## src/rtl/transpose_fir_bank.sv

```systemverilog
// transpose_fir_bank: transposed-form FIR filter, one sample per clock, with
// double-buffered coefficients (shadow bank written by cfg, swapped into the
// active bank by a commit) and valid/busy handshakes on both sample ports.
// Optional feature macro: TPFIR_SAT_EN -- half-up rounding and saturation of
// the output slice; without it the output is a plain two's-complement slice.
module transpose_fir_bank #(
  parameter int DWIDTH = 8,
  parameter int TAPS   = 16,
  parameter int AWIDTH = 4,
  parameter int OWIDTH = 16,
  parameter int OSTART = 0
) (
  input  logic              clk,
  input  logic              rst_n,
  input  logic              cfg_valid,
  output logic              cfg_busy,
  input  logic [AWIDTH-1:0] cfg_addr,
  input  logic [DWIDTH-1:0] cfg_data,
  input  logic              cfg_commit,
  input  logic              fir_flush,
  input  logic              fir_din_valid,
  output logic              fir_din_busy,
  input  logic [DWIDTH-1:0] fir_din_data,
  output logic              fir_dout_valid,
  input  logic              fir_dout_busy,
  output logic [OWIDTH-1:0] fir_dout_data
);

  localparam int ACCW = 2 * DWIDTH + $clog2(TAPS);
  localparam logic [AWIDTH:0] TAPS_LIM = (AWIDTH + 1)'(TAPS);

  typedef enum logic [0:0] {
    ST_IDLE = 1'b0,
    ST_PEND = 1'b1
  } commit_state_t;

  commit_state_t state;
  commit_state_t state_next;

  logic signed [DWIDTH-1:0] shadow [TAPS];
  logic signed [DWIDTH-1:0] active [TAPS];
  logic signed [ACCW-1:0]   z      [1:TAPS-1];
  logic signed [ACCW-1:0]   prod   [TAPS];
  logic signed [ACCW-1:0]   acc_next;
  logic        [OWIDTH-1:0] dout_next;
  logic                     accept;
  logic                     cfg_write;

  // A held output or a flush blocks the input; flush wins over a new sample.
  assign fir_din_busy = fir_flush || (fir_dout_valid && fir_dout_busy);
  assign accept       = fir_din_valid && !fir_din_busy;
  assign cfg_busy     = (state == ST_PEND);
  assign cfg_write    = cfg_valid && !cfg_busy && ({1'b0, cfg_addr} < TAPS_LIM);

  // Commit FSM state register.
  always_ff @(posedge clk or negedge rst_n) begin
    if (!rst_n) begin
      state <= ST_IDLE;
    end else begin
      state <= state_next;
    end
  end

  // Commit FSM next state: one PEND cycle, during which the swap happens.
  always_comb begin
    state_next = state;
    case (state)
      ST_IDLE: begin
        if (cfg_commit) begin
          state_next = ST_PEND;
        end else begin
          state_next = ST_IDLE;
        end
      end
      ST_PEND: state_next = ST_IDLE;
      default: state_next = ST_IDLE;
    endcase
  end

  // Coefficient banks: cfg writes fill shadow; leaving PEND copies shadow to active.
  always_ff @(posedge clk or negedge rst_n) begin
    if (!rst_n) begin
      for (int k = 0; k < TAPS; k++) begin
        shadow[k] <= '0;
        active[k] <= '0;
      end
    end else begin
      if (cfg_write) begin
        shadow[cfg_addr] <= cfg_data;
      end
      if (state == ST_PEND) begin
        for (int k = 0; k < TAPS; k++) begin
          active[k] <= shadow[k];
        end
      end
    end
  end

  // Full-precision tap products, sign-extended to the accumulator width.
  always_comb begin
    for (int k = 0; k < TAPS; k++) begin
      prod[k] = ACCW'(active[k]) * ACCW'($signed(fir_din_data));
    end
    acc_next = prod[0] + z[1];
  end

`ifdef TPFIR_SAT_EN
  localparam int RSH = (OSTART > 0) ? OSTART - 1 : 0;
  localparam logic signed [ACCW:0] RND  = (OSTART > 0) ? ((ACCW + 1)'(1'b1) << RSH) : '0;
  localparam logic signed [ACCW:0] OMAX = (ACCW + 1)'((64'sd1 <<< (OWIDTH - 1)) - 64'sd1);
  localparam logic signed [ACCW:0] OMIN = (ACCW + 1)'(-(64'sd1 <<< (OWIDTH - 1)));

  logic signed [ACCW:0] acc_wide;
  logic signed [ACCW:0] acc_shift;

  // Round half-up on the dropped LSBs, then clamp to the signed output range.
  always_comb begin
    acc_wide  = {acc_next[ACCW-1], acc_next};
    acc_wide  = acc_wide + RND;
    acc_shift = acc_wide >>> OSTART;
    if (acc_shift > OMAX) begin
      dout_next = OWIDTH'(OMAX);
    end else if (acc_shift < OMIN) begin
      dout_next = OWIDTH'(OMIN);
    end else begin
      dout_next = OWIDTH'(acc_shift);
    end
  end
`else
  // Plain slice acc[OSTART+OWIDTH-1:OSTART], wrapping on overflow.
  always_comb begin
    dout_next = OWIDTH'(acc_next >>> OSTART);
  end
`endif

  // Delay line and output register; state moves only on an accepted sample.
  always_ff @(posedge clk or negedge rst_n) begin
    if (!rst_n) begin
      for (int k = 1; k < TAPS; k++) begin
        z[k] <= '0;
      end
      fir_dout_valid <= 1'b0;
      fir_dout_data  <= '0;
    end else if (fir_flush) begin
      for (int k = 1; k < TAPS; k++) begin
        z[k] <= '0;
      end
      fir_dout_valid <= 1'b0;
      fir_dout_data  <= '0;
    end else if (accept) begin
      for (int k = 1; k < TAPS - 1; k++) begin
        z[k] <= z[k+1] + prod[k];
      end
      z[TAPS-1]      <= prod[TAPS-1];
      fir_dout_valid <= 1'b1;
      fir_dout_data  <= dout_next;
    end else if (fir_dout_valid && !fir_dout_busy) begin
      fir_dout_valid <= 1'b0;
    end
  end

endmodule

```

## config.mk

```make
export PLATFORM = sky130hd
export DESIGN_NAME = transpose_fir_bank
export DESIGN_NICKNAME = d
export VERILOG_FILES = /design/src/rtl/transpose_fir_bank.sv
export SDC_FILE = /design/constraint.sdc
export NUM_CORES = 2
export LEC_CHECK = 0
export ABC_CLOCK_PERIOD_IN_PS = 5800
export CAP_MARGIN = 0
export CORE_ASPECT_RATIO = 1.5
export CORE_MARGIN = 5
export CORE_UTILIZATION = 67
export CTS_BUF_LIST = sky130_fd_sc_hd__clkbuf_4
export CTS_CLUSTER_DIAMETER = 40
export DETAILED_ROUTE_END_ITERATION = 7
export HOLD_SLACK_MARGIN = 0.12
export PLACE_DENSITY = 0.84
export SYNTH_ARGS = -nofsm -noshare
export SYNTH_HDL_FRONTEND = slang
export SYNTH_SLANG_ARGS = --single-unit
```

## constraint.sdc

```tcl
create_clock -name clk -period 5.8 [get_ports clk]
set_clock_uncertainty 0.15 [all_clocks]
set_input_delay 1.45 -clock clk [delete_from_list [all_inputs] [get_ports clk]]
set_output_delay 1.45 -clock clk [all_outputs]
set_load 0.01 [all_outputs]
```

==> results.toml <==
[die]
die_area_um2 = 104000
die_w_um = 265
ios = 46
placementRows = 140
die_y_um = 392
core_um2 = 97000
start_util = 0.673

[cts]
clockBufferDepth = 3
post_cts_resized = 0
clock_sink_count = 514
cts-hold-fix-buffers = 0
path_clk_slew_ns = 0.06
htreeDepth = 4
insertion_delay_ns = 1.14
cts_tree = "done"
cts_root_buf = "clkbuf_4"
cts_made_buffers = 139
cts_setup_buffers = 0

[yosys]
ys.flop_type = "dfrtp_1"
synth_cells = 6363
synth-xor-area-share = 0.0345
synth.avg_cell_area_um2 = 10.3
seq_area_frac_synth = 0.197
synth_fp_nets = 8094
yosysWarnings = 0
synth_edf_count = 0
postSynth.asyncResetShare = 1.00
ys_ff_latch = 514
synth_adder_area_share = 0.455
yosysUniqueCellTypes = 58
synth-compound-area-share = 0.0683
synth_top_family_by_area = "adder cells"
synth.area.mux_share = 0.0446
synthSimpleGateAreaFrac = 0.118
synth_area_um2 = 65300

[sta]
fmax_mhz = 186
maxSlewViolCount = 0
hold_ws_ns = 0.222
finalSetupTns_ns = 0
hold_viol = 0
period_share = 0.926
grt_setup_unrepaired = "no"
finalSetupViolations = 0
period_minus_slack_ns = 5.37
worst_slew_pin_slew_ns = 1.16
relSlewSlack = 0.226

[outcome]
outcome = "finished, final reports clean"

[worst_setup_path]
cp-end-kind = "register"
cp.arrival_ns = 6.18
crit_required_ns = 6.61
critPathBufInv = 5
cpPeakStageDelay_ns = 0.51
crit_type = "input pin to register"
cp_top_family = "adder cells"
crit_slowest_cell = "fa_1"
worstPathMaxFanout = 24
crit_chain = "buf_4 > buf_12 > nand2_1 > fa_1 > inv_1 > fa_1 > inv_1 > fa_1 > inv_1 > fa_1 > fa_1 > ha_1 > o21ai_1 > o21ai_1 > o211ai_2 > a21boi_1 > or3_1 > a32o_1"
critPathLaunchType = "input pin"
cpMostUsedCell = "fa_1"

[placed_design]
place_area_um2 = 71900
dp_hpwl_um = 121000
place_congestion = 0.924
port_buffers = 45

[final_layout]
drive_gt1_frac = 0.179
mostFrequentLayoutCells = "inv_1, fa_1, nand2_1"
syn_to_final_growth_pct = 13.1
fin_util = 0.761
fillers = 6027
nets = 8616
seq_area_um2 = 12900
multiInputGateArea_um2 = 47700
final_cell_area_um2 = 73900
final_common_cell = "inv_1"

[global_route]
antenna_found_initial = 8
grt_max_degree = 182
grt_pass1_wl_um = 267000
grt_usage = 0.319
overflow = 0
grt_pass1_vias = 55400

[routing]
drc = 0
drtIter0Drc = 2750
avgRoutedWirePerCell_um = 19.2
viasPerCell = 5.78
route.vias.total = 47800
ant_nets = 0
wirelength_um = 159000
firstDrtPassIters = 6

[worst_hold_path]
min_path_type = "input pin to async pin"

[flow_run]
drv_cap = 0
per-stage QoR:
step                      instances  setup slack, ns
after floorplan                6363           -0.132
after global placement         8022           -0.438
after detailed placement       8022           -0.596
after CTS                      8265            0.546
after global routing           8273            0.333
final                          8275            0.429
worst paths after layout:
kind / from / end / slack (ns) / cells past startpoint
worst max register to register: active[101] / z[253] / 0.53 / 14
worst min-delay path: rst_n / z[7] / 0.22 / 1
worst max-delay path: fir_din_data[1] / z[253] / 0.43 / 18
worst min register to register: shadow[50] / active[50] / 0.33 / 1
max in group asynchronous: rst_n / z[75] / 4.06 / 2
min in group clk: shadow[50] / active[50] / 0.33 / 1
routing by layer:
metal,track usage,part of all wire
met4,0.189,0.065
met2,0.587,0.54
met1,0.343,0.34
met3,0.0550,0.056
met5,0,0.00026
synthesized netlist by cell type (all sizes together), types with 11 or more instances:
cell,count,share of area
nor2b,32,0.0031
nand3,122,0.0093
xnor2,188,0.025
fa,1120,0.34
a21oi,83,0.0064
clkbuf,191,0.011
a21boi,19,0.0022
xor2,69,0.0093
inv,1193,0.069
or3,19,0.0023
nor4,28,0.0029
buf,54,0.0035
a211oi,36,0.0042
nor3,44,0.0034
nand2,587,0.034
o31a,11,0.0015
o21a,83,0.0095
and2,515,0.049
o2111a,11,0.0019
nand2b,34,0.0033
o21bai,19,0.0022
mux2,256,0.044
o31ai,104,0.012
o211ai,22,0.0030
o21ai,202,0.015
dfrtp,514,0.20
ha,584,0.11
nor2,132,0.0076
a31o,22,0.0029
a21o,20,0.0023
cells by family after synthesis:
group                      count (synthesis)
DFF                                      514
muxes                                    259
buffers and inverters                   1438
and+or+nand+nor                         1532
AOI/OAI and AO/OA                        659
xor gates and xnor gates                 257
adders and majority gates               1704
flip-flops by register name (all words and copies together), names as in the netlist:
signal / flops
z: 240
active: 128
fir_dout_valid: 1
shadow: 128
fir_dout_data: 16
cfg_busy: 1
cell type report:
class                           count  area share
Clock buffer                      194      0.0197
Sequential cell                   514       0.174
Multi-Input combinational cell   4411       0.646
Clock inverter                     49     0.00642
Timing Repair Buffer              626      0.0708
Inverter                         1193      0.0607
Tap cell                         1278      0.0216
Antenna cell                       10    0.000339
Power is left out: the tool's default activity adds up to more than one toggle a clock period on the data nets, which glitch-free logic cannot reach.
